`src/rtl/s1423_resp_compactor.sv`:
```
// Response compactor: folds a stream of captured n70 bits into a MISR signature
// and counts mismatches against the expected values over a run of CNT_LIM vectors.
module s1423_resp_compactor #(
  parameter int               SIG_W = 16,
  parameter logic [SIG_W-1:0] POLY  = 16'h1021,
  parameter logic [SIG_W-1:0] SEED  = 16'hFFFF
) (
  input  logic             CK,
  input  logic             RN,
  input  logic             START,
  input  logic             ABORT,
  input  logic [7:0]       CNT_LIM,
  input  logic             VLD,
  input  logic             N70,
  input  logic             EXP,
  output logic             RDY,
  output logic             BUSY,
  output logic             DONE,
  output logic             FAIL,
  output logic [SIG_W-1:0] SIG,
  output logic [7:0]       ERRCNT
);

  typedef enum logic [1:0] {S_IDLE, S_RUN, S_DONE} state_t;

  state_t     state, state_nx;
  logic [7:0] vcnt, lim;
  logic       load, accept, last;

  // ABORT dominates both START and a sample presented in the same cycle
  assign load   = (state != S_RUN) && START && !ABORT;
  assign accept = (state == S_RUN) && VLD && !ABORT;
  assign last   = (vcnt + 8'd1) == lim;

  always_ff @(posedge CK or negedge RN) begin
    if (!RN) state <= S_IDLE;
    else     state <= state_nx;
  end

  always_comb begin
    state_nx = state;
    case (state)
      S_IDLE: if (load) state_nx = (CNT_LIM != 8'd0) ? S_RUN : S_DONE;
      S_RUN: begin
        if (ABORT)            state_nx = S_IDLE;
        else if (accept && last) state_nx = S_DONE;
      end
      S_DONE: begin
        if (ABORT)     state_nx = S_IDLE;
        else if (load) state_nx = (CNT_LIM != 8'd0) ? S_RUN : S_DONE;
      end
      default: state_nx = S_IDLE;
    endcase
  end

  always_ff @(posedge CK or negedge RN) begin
    if (!RN) begin
      SIG    <= SEED;
      ERRCNT <= 8'd0;
      vcnt   <= 8'd0;
      lim    <= 8'd0;
    end else if (load) begin
      SIG    <= SEED;
      ERRCNT <= 8'd0;
      vcnt   <= 8'd0;
      lim    <= CNT_LIM;
    end else if (accept) begin
      SIG  <= {SIG[SIG_W-2:0], 1'b0} ^ ((SIG[SIG_W-1] ^ N70) ? POLY : '0);
      vcnt <= vcnt + 8'd1;
      if ((N70 != EXP) && (ERRCNT != 8'hFF)) ERRCNT <= ERRCNT + 8'd1;
    end
  end

  assign RDY  = (state == S_RUN);
  assign BUSY = (state == S_RUN);
  assign DONE = (state == S_DONE);
  assign FAIL = (state == S_DONE) && (ERRCNT != 8'd0);

endmodule

```
`config.mk`:
```
export PLATFORM = sky130hd
export DESIGN_NAME = s1423_resp_compactor
export DESIGN_NICKNAME = d
export VERILOG_FILES = /design/src/rtl/s1423_resp_compactor.sv
export SDC_FILE = /design/constraint.sdc
export NUM_CORES = 1
export LEC_CHECK = 0
export ABC_AREA = 1
export CAP_MARGIN = 20
export CORE_UTILIZATION = 60
export CTS_CLUSTER_SIZE = 12
export DETAILED_ROUTE_END_ITERATION = 7
export DONT_BUFFER_PORTS = 1
export PLACE_DENSITY = 0.8
export SLEW_MARGIN = 20
export SYNTH_ARGS = -nofsm -noshare
export SYNTH_HDL_FRONTEND = slang
export SYNTH_SLANG_ARGS = --single-unit
```
`constraint.sdc`:
```
create_clock -name CK -period 2.05 [get_ports CK]
set_input_delay 0.205 -clock CK [delete_from_list [all_inputs] [get_ports CK]]
set_output_delay 0.205 -clock CK [all_outputs]
set_load 0.005 [all_outputs]
```
==> results of run 1 <==
## cell type report
class / count / area, um^2
Sequential cell: 42 / 1070
Fill cell: 277 / 1060
Multi-Input combinational cell: 197 / 1000
Inverter: 33 / 129
Clock buffer: 6 / 82.6
Tap cell: 46 / 57.6
Timing Repair Buffer: 5 / 52.6
Clock inverter: 2 / 12.5
## registers in the layout, indices dropped and copies added (netlist names)
signal,cells
SIG,16
state,2
vcnt,8
ERRCNT,8
lim,8
## cells by family (layout without fill, tap and decap cells)
kind of cell             after synthesis  after routing  share of synthesized area, %
AO/OA/AOI/OAI                         48             48                          11.3
XOR/XNOR                               8              8                          3.11
adder cells (fa/ha/maj)                3              3                          1.67
buffers and inverters                 41             46                          7.83
flip-flops                            42             42                          47.6
multiplexers                           1              1                         0.500
AND/OR/NAND/NOR                      137            137                          28.1
## repair_timing
item,CTS,global route
endpoints found under the setup margin,0,0
endpoints found under the hold margin,42,0
hold buffers,2,0
setup buffers,0,0
## stage by stage
step,total power (uW),hold slack (ns)
2_1_floorplan,1520,-0.0906
3_3_place_gp,1620,-0.0891
3_5_place_dp,1640,-0.0890
4_1_cts,2220,0.0313
5_1_grt,2330,0.0384
6_report,2200,0.0305
## layer usage
metal | vias up | track usage (%) | wire, um
li1 | 913 | - | -
met1 | 893 | 33.4 | 2110
met5 | - | 0 | 0
met2 | 69 | 43.1 | 2190
met3 | 7 | 8.88 | 398
met4 | 0 | 8.52 | 38
## report_power, final
group / switching, uW / total (uW) / internal (uW)
Sequential: 155 / 1180 / 1020
Clock: 285 / 556 / 271
Combinational: 292 / 471 / 179
Total: 732 / 2200 / 1470
## layout by cell type, fill, tap and decap left out, types with 4 or more instances in the layout
cell,n
dfstp_2,16
o21ai_0,26
o22ai_1,4
nand2_1,61
nand3_1,28
nor2_1,31
clkbuf_8,6
a21oi_1,10
o21ai_1,5
xor2_1,7
dfrtp_1,26
inv_1,29
## final timing paths
kind / end / slack (ns)
min in group asynchronous: ERRCNT[4] / 0.36
worst max register to register: ERRCNT[1] / 0.37
worst min-delay path: lim[6] / 0.03
worst max-delay path: ERRCNT[1] / 0.37
max in group asynchronous: SIG[14] / 1.42
worst min register to register: lim[3] / 0.51
==> flow_summary.yaml, run 1 <==
status:
  status: "finished, final reports clean"
cts:
  htree_levels: 2
  cts_tree: "yes"
  clk_path_buf_depth: 2
  cts_root_buffer: "clkbuf_8"
  clock_latency_ns: 0.30
  clkSinkCount: 42
  numCtsBuffers: 5
  ctsResizeCount: 0
  clk_pin_slew_worst_paths_ns: 0.08
layout:
  drive_gt1_share_pct: 15.8
  area_growth_pct: 7.00
  final_nets: 302
  final_core_util_pct: 69.5
  insertedDiodeCount: 0
  fin_area_um2: 2410
  fin_cells: 331
global_route:
  grt_max_degree: 43
  grt_first_pass_wirelength_mm: 8.31
  gr-total-overflow: 0
  grt_pass1_vias: 1896
  antenna_found_initial: 0
  grt_util_all_layers_pct: 26.6
placed_design:
  place_inst: 321
  dp_hpwl_mm: 3.30
  post-place-ws_ns: 0.409
  portBuffers: 0
  gp_congestion: 0.881
  detailed_place.area_um2: 2280
logic_synthesis:
  synth_cells: 280
  synth-edff-count: 0
  synth_cell_types: 34
  synthDominantCellAreaShare_pct: 28.9
  synthTopCellsByArea: "dfrtp_1 (29%), dfstp_2 (19%), nand2_1 (10%)"
  syn_avg_cell_area_um2: 8.04
  synthesis.area_um2: 2250
  yosysTopAreaCell: "dfrtp_1"
  synth.ff_latch_count: 42
  synth.most_common_cell: "nand2_1"
  netlist_top_cells_count: "nand2_1 (61), nor2_1 (31), inv_1 (29)"
  yosys_warnings: 0
  synth-async-reset-ratio_pct: 100
  yosysSeqAreaShare_pct: 47.6
  synthesis.nets: 298
  synthFlopType: "dfrtp_1"
power_and_ir_drop:
  p_per_area_nw_per_um2: 915
  power_leakage_uw: 0.00109
  ir_drop_mv: 0.498
routing:
  wl_mm: 4.74
  drc_errors: 0
  vias_per_cell: 5.69
  via_count: 1882
  detail_route.wl_per_cell_um: 14.3
  drt_iter0_drc: 129
  drtAntennaViolNets: 0
  firstDrtPassIters: 4
worst_setup_path:
  critPathArrivalTime_ns: 1.87
  crit_slowest_cell: "dfrtp_1"
  worstReg2RegStart: "ERRCNT[0]"
  critPathLaunchType: "flop"
  crit_family: "simple AND/OR/NAND/NOR gates"
  cpPeakStageDelay_ns: 0.42
  critPathBufInv: 0
  cp-startpoint: "ERRCNT[0]"
  r2r_cells: 8
  end_kind: "flop"
  crit_path_max_fanout: 11
  cp_common_cell: "nand3_1"
  crit_required_ns: 2.24
  path_class: "reg2reg"
  cp.depth: 8
  path_cells: "ha_1 > nand2_1 > nor3_2 > nand3_1 > nand3_4 > nand2_2 > nand3_1 > o21ai_1"
sta:
  final.setup.tns_ns: 0
  finalCritPeriodShare_pct: 82.1
  drv_slew: 0
  setup_viol: 0
  hold_viol: 0
  relSlewSlack_pct: 78.5
  finClkSkew_ns: 0.00442
  rsz0062_at_grt: "no"
  worstMarginPinSlew_ns: 0.320
  setup_slack_ns: 0.368
  timing.final.crit_period_ns: 1.68
  max_freq_mhz: 594
floorplanning:
  rows: 21
  start_util_pct: 64.9
  die_y_um: 63.3
  dieArea_um2: 4000
  pin_count: 43
  die_w_um: 63.3
  fp.coreArea_um2: 3470
run:
  cap_viol_max_count: 0
hold_path:
  min_path_type: "in2reg"
  holdPathStages: 2
  min_from: "CNT_LIM[6]"
Note: power is estimated with default switching activity, not from simulation.
==> run 2, diff against run 1 <==
==> constraint.sdc (replaced) <==
create_clock -name CK -period 1.7 [get_ports CK]
set_input_delay 0.17 -clock CK [delete_from_list [all_inputs] [get_ports CK]]
set_output_delay 0.17 -clock CK [all_outputs]
set_load 0.005 [all_outputs]
==> flow_summary.yaml, run 2 (same netlist as run 1, synthesis figures left out) <==
status:
  status: "finished, final reports clean"
sta:
  timing.final.crit_period_ns: 1.60
  drv_slew: 0
  hold_viol: 0
  max_freq_mhz: 627
  worstMarginPinSlew_ns: 0.343
  relSlewSlack_pct: 77.0
  finClkSkew_ns: 0.00555
  finalCritPeriodShare_pct: 93.9
  setup_viol: 0
  final.setup.tns_ns: 0
global_route:
  grt_max_degree: 43
  use_met2_pct: 45.0
  grt_pass1_vias: 1908
  grt_use_met3_pct: 6.88
  gr-total-overflow: 0
  grt_first_pass_wirelength_mm: 8.52
  antenna_found_initial: 0
  grt.busiest_layer: "met2"
  grt_util_all_layers_pct: 27.9
  gr-usage-met1_pct: 35.6
cts:
  clkSinkCount: 42
  clk_path_buf_depth: 2
  htree_levels: 2
  numCtsBuffers: 5
  cts_tree: "yes"
  cts_root_buffer: "clkbuf_8"
  clock_latency_ns: 0.30
  clk_pin_slew_worst_paths_ns: 0.08
worst_setup_path:
  path_class: "reg2reg"
  crit_path_max_fanout: 9
  path_cells: "nand2_2 > inv_4 > nor3_4 > buf_4 > buf_4 > or2_2 > mux2_2"
  crit_slowest_cell: "dfrtp_1"
  cp_common_cell: "buf_4"
  critPathArrivalTime_ns: 1.83
  crit_required_ns: 1.94
  cpPeakStageDelay_ns: 0.41
  critPathLaunchType: "flop"
  end_kind: "flop"
placed_design:
  portBuffers: 0
  gp_congestion: 0.943
  dp_hpwl_mm: 3.41
routing:
  vias_per_cell: 5.66
  firstDrtPassIters: 5
  drc_errors: 0
  via_count: 1948
  drtAntennaViolNets: 0
  wl_mm: 4.95
  drt_iter0_drc: 158
  detail_route.wl_per_cell_um: 14.4
power_and_ir_drop:
  power_leakage_uw: 0.00117
  p_per_area_nw_per_um2: 1130
  ir_drop_mv: 0.800
hold_path:
  min_path_type: "in2reg"
floorplanning:
  rows: 21
  pin_count: 43
  dieArea_um2: 4000
  fp.coreArea_um2: 3470
  start_util_pct: 64.9
  die_w_um: 63.3
  die_y_um: 63.3
layout:
  final_common_cell: "nand2_1"
  largest_register_ffs: 16
  final_nets: 315
  largest-register: "SIG"
  drive_gt1_share_pct: 19.1
  final_cell_mix: "nand2_1 (61), nor2_1 (30), inv_1 (28), nand3_1 (28)"
  final_core_util_pct: 74.5
  area_growth_pct: 14.8
  insertedDiodeCount: 0
run:
  cap_viol_max_count: 0
[run 2: path summary, 6_finish.rpt]
path                                  from      end  slack [ns]  cells after the start
worst max register to register    state[0]   SIG[3]        0.10                      7
min in group asynchronous               RN  vcnt[2]        0.32                      2
worst min-delay path            CNT_LIM[2]   lim[2]        0.01                      2
max in group asynchronous               RN  SIG[14]        1.11                      2
worst min register to register      SIG[5]   SIG[6]        0.52                      2
worst max-delay path              state[0]   SIG[3]        0.10                      7
[run 2: report_power, final]
group	leakage, uW	switching [uW]	total [uW]	internal (uW)
logic	0.000596	387	669	282
clock network	0.0000647	369	840	470
registers	0.000510	174	1410	1230
[run 2: per-layer routing]
metal / up-vias / wire length (um)
li1: 944 / -
met4: 0 / 93
met3: 7 / 372
met5: - / 0
met2: 77 / 2330
met1: 920 / 2160
[run 2: final cells by class]
type                            instances  area (um^2)
Clock buffer                            7          119
Timing Repair Buffer                   18          169
Sequential cell                        42         1070
Fill cell                             276          883
Multi-Input combinational cell        197         1030
Tap cell                               46         57.6
Inverter                               33          131
Clock inverter                          1         8.76
[run 2: critical path, delay by kind of cell, from the launching register on]
family | cells | cell delay (ns)
mux | 1 | 0.26
simple gates | 3 | 0.44
buf+inv | 3 | 0.40
flops | 1 | 0.41
[run 2: timing repair]
action,in CTS,in global routing
hold buffers,8,0
setup endpoints to repair,0,15
setup buffers,0,1
resized for setup,0,8
endpoints found under the hold margin,48,0
[run 2: through the flow]
step | std cells | hold WS, ns | instance area [um^2] | total power (uW) | setup WS (ns)
2_1_floorplan | 280 | -0.126 | 2250 | 1840 | 0.206
3_3_place_gp | 327 | -0.124 | 2330 | 2000 | 0.104
3_5_place_dp | 327 | -0.124 | 2330 | 2020 | 0.0478
4_1_cts | 343 | 0.00290 | 2550 | 2910 | 0.0359
5_1_grt | 344 | 0.0201 | 2580 | 3070 | -0.00121
6_report | 344 | 0.00961 | 2580 | 2920 | 0.104
==> run 3, diff against run 2 <==
--- a/config.mk
+++ b/config.mk
@@ -12,7 +12,9 @@
 export DETAILED_ROUTE_END_ITERATION = 7
 export DONT_BUFFER_PORTS = 1
 export PLACE_DENSITY = 0.8
+export RECOVER_POWER = 50
 export SLEW_MARGIN = 20
 export SYNTH_ARGS = -nofsm -noshare
 export SYNTH_HDL_FRONTEND = slang
 export SYNTH_SLANG_ARGS = --single-unit
+export TNS_END_PERCENT = 20
==> flow_summary.yaml, run 3 (same netlist as run 1, synthesis figures left out) <==
power_and_ir_drop:
  p_seq_share_pct: 48.1
  p_switching_uw: 935
  power_uw: 2910
  internal_power_uw: 1970
  p_comb_share_pct: 22.9
  p_sw_share_pct: 32.2
  power_leakage_uw: 0.00116
  p_per_area_nw_per_um2: 1130
  clkPwrFrac_pct: 29.1
  ir_drop_mv: 0.805
sta:
  finClkSkew_ns: 0.00665
  finalCritPeriodShare_pct: 94.0
  hold-worst-slack_ns: 0.00645
  relSlewSlack_pct: 33.2
  worstMarginPinSlew_ns: 1.00
  hold_viol: 0
  setup_viol: 0
  timing.final.crit_period_ns: 1.60
  drv_slew: 0
  max_freq_mhz: 626
routing:
  detail_route.wl_per_cell_um: 14.5
  drc_errors: 0
  drt_iter0_drc: 131
  drtAntennaViolNets: 0
  via_count: 1946
  firstDrtPassIters: 4
  wl_mm: 4.98
  vias_per_cell: 5.66
layout:
  final_cell_mix: "nand2_1 (61), nor2_1 (30), inv_1 (28), nand3_1 (28)"
  final_common_cell: "nand2_1"
  fillCellCount: 278
  drive_gt1_share_pct: 17.4
  largest_register_ffs: 16
  largest-register: "SIG"
  insertedDiodeCount: 0
  fin_area_um2: 2570
  ff_latch_area_um2: 1070
  multiInputGateArea_um2: 1030
  area_growth_pct: 14.1
  final_nets: 315
  final_core_util_pct: 74.1
worst_setup_path:
  end_kind: "flop"
  critPathLaunchType: "flop"
  critPathArrivalTime_ns: 1.84
  path_class: "reg2reg"
  cp-startpoint: "state[0]"
  rrSetupSlack_ns: 0.10
  crit_path_max_fanout: 9
  crit_required_ns: 1.94
  worstReg2RegStart: "state[0]"
global_route:
  grt_first_pass_wirelength_mm: 8.52
  gr-total-overflow: 0
  grt_pass1_vias: 1908
  grt_util_all_layers_pct: 27.9
  antenna_found_initial: 0
  grt_max_degree: 43
hold_path:
  min_from: "CNT_LIM[2]"
  min_path_type: "in2reg"
placed_design:
  dp_hpwl_mm: 3.41
  detailed_place.area_um2: 2330
  gp_congestion: 0.943
  portBuffers: 0
cts:
  clk_pin_slew_worst_paths_ns: 0.08
  cts_tree: "yes"
  clock_latency_ns: 0.31
  clk_path_buf_depth: 2
  clkSinkCount: 42
  cts_root_buffer: "clkbuf_8"
  htree_levels: 2
  numCtsBuffers: 5
floorplanning:
  die_y_um: 63.3
  fp.coreArea_um2: 3470
  pin_count: 43
  dieArea_um2: 4000
  die_w_um: 63.3
  rows: 21
  start_util_pct: 64.9
status:
  status: "finished, final reports clean"
run:
  cap_viol_max_count: 0
[run 3: power by group through the flow]
stage                     clock, uW  sequential, uW  combinational [uW]
after global placement            0            1410                 584
after floorplan                   0            1390                 451
after detailed placement          0            1420                 598
final                           845            1400                 664
after CTS                       860            1400                 644
after global routing            879            1430                 755
[run 3: per-stage QoR]
step / worst slack (ns) / instances / setup TNS (ns)
finish: 0.103 / 344 / 0
floorplan: 0.206 / 280 / 0
CTS: 0.0359 / 343 / 0
global placement: 0.104 / 327 / 0
detailed placement: 0.0478 / 327 / 0
global route: -0.00121 / 344 / -0.00121
[run 3: cell type report]
class	count	share of cell area (%)
clock inverter	1	0.341
multi-input combinational	197	40.0
tap	46	2.24
sequential	42	41.7
clock buffer	7	4.63
inverter	33	5.11
timing repair buffer	18	5.99
[run 3: layer usage]
layer	vias to the layer above	GRT usage (%)	routed length [um]
met1	923	35.6	2200
met2	70	45.0	2310
met5	-	0	0
li1	946	-	-
met3	7	6.88	378
met4	0	11.9	93
[run 3: path summary, 6_finish.rpt]
path / depth (start not counted) / end
worst max register to register: 7 / SIG[3]
min in group asynchronous: 2 / vcnt[2]
worst min register to register: 2 / SIG[6]
worst max-delay path: 7 / SIG[3]
max in group asynchronous: 2 / vcnt[1]
worst min-delay path: 2 / lim[2]
[run 3: repair_timing]
item	in CTS	in global routing
buffers inserted	0	1
hold buffers	8	0
setup endpoints to repair	0	15
hold endpoints to repair	48	0
gates resized for setup	0	8
[run 3: critical path: stages, from the launching register on]
cell and delay, ns:
dfrtp_1 0.41, nand2_2 0.11, inv_4 0.09, nor3_4 0.05, buf_4 0.15, buf_4 0.16
or2_2 0.28, mux2_2 0.26
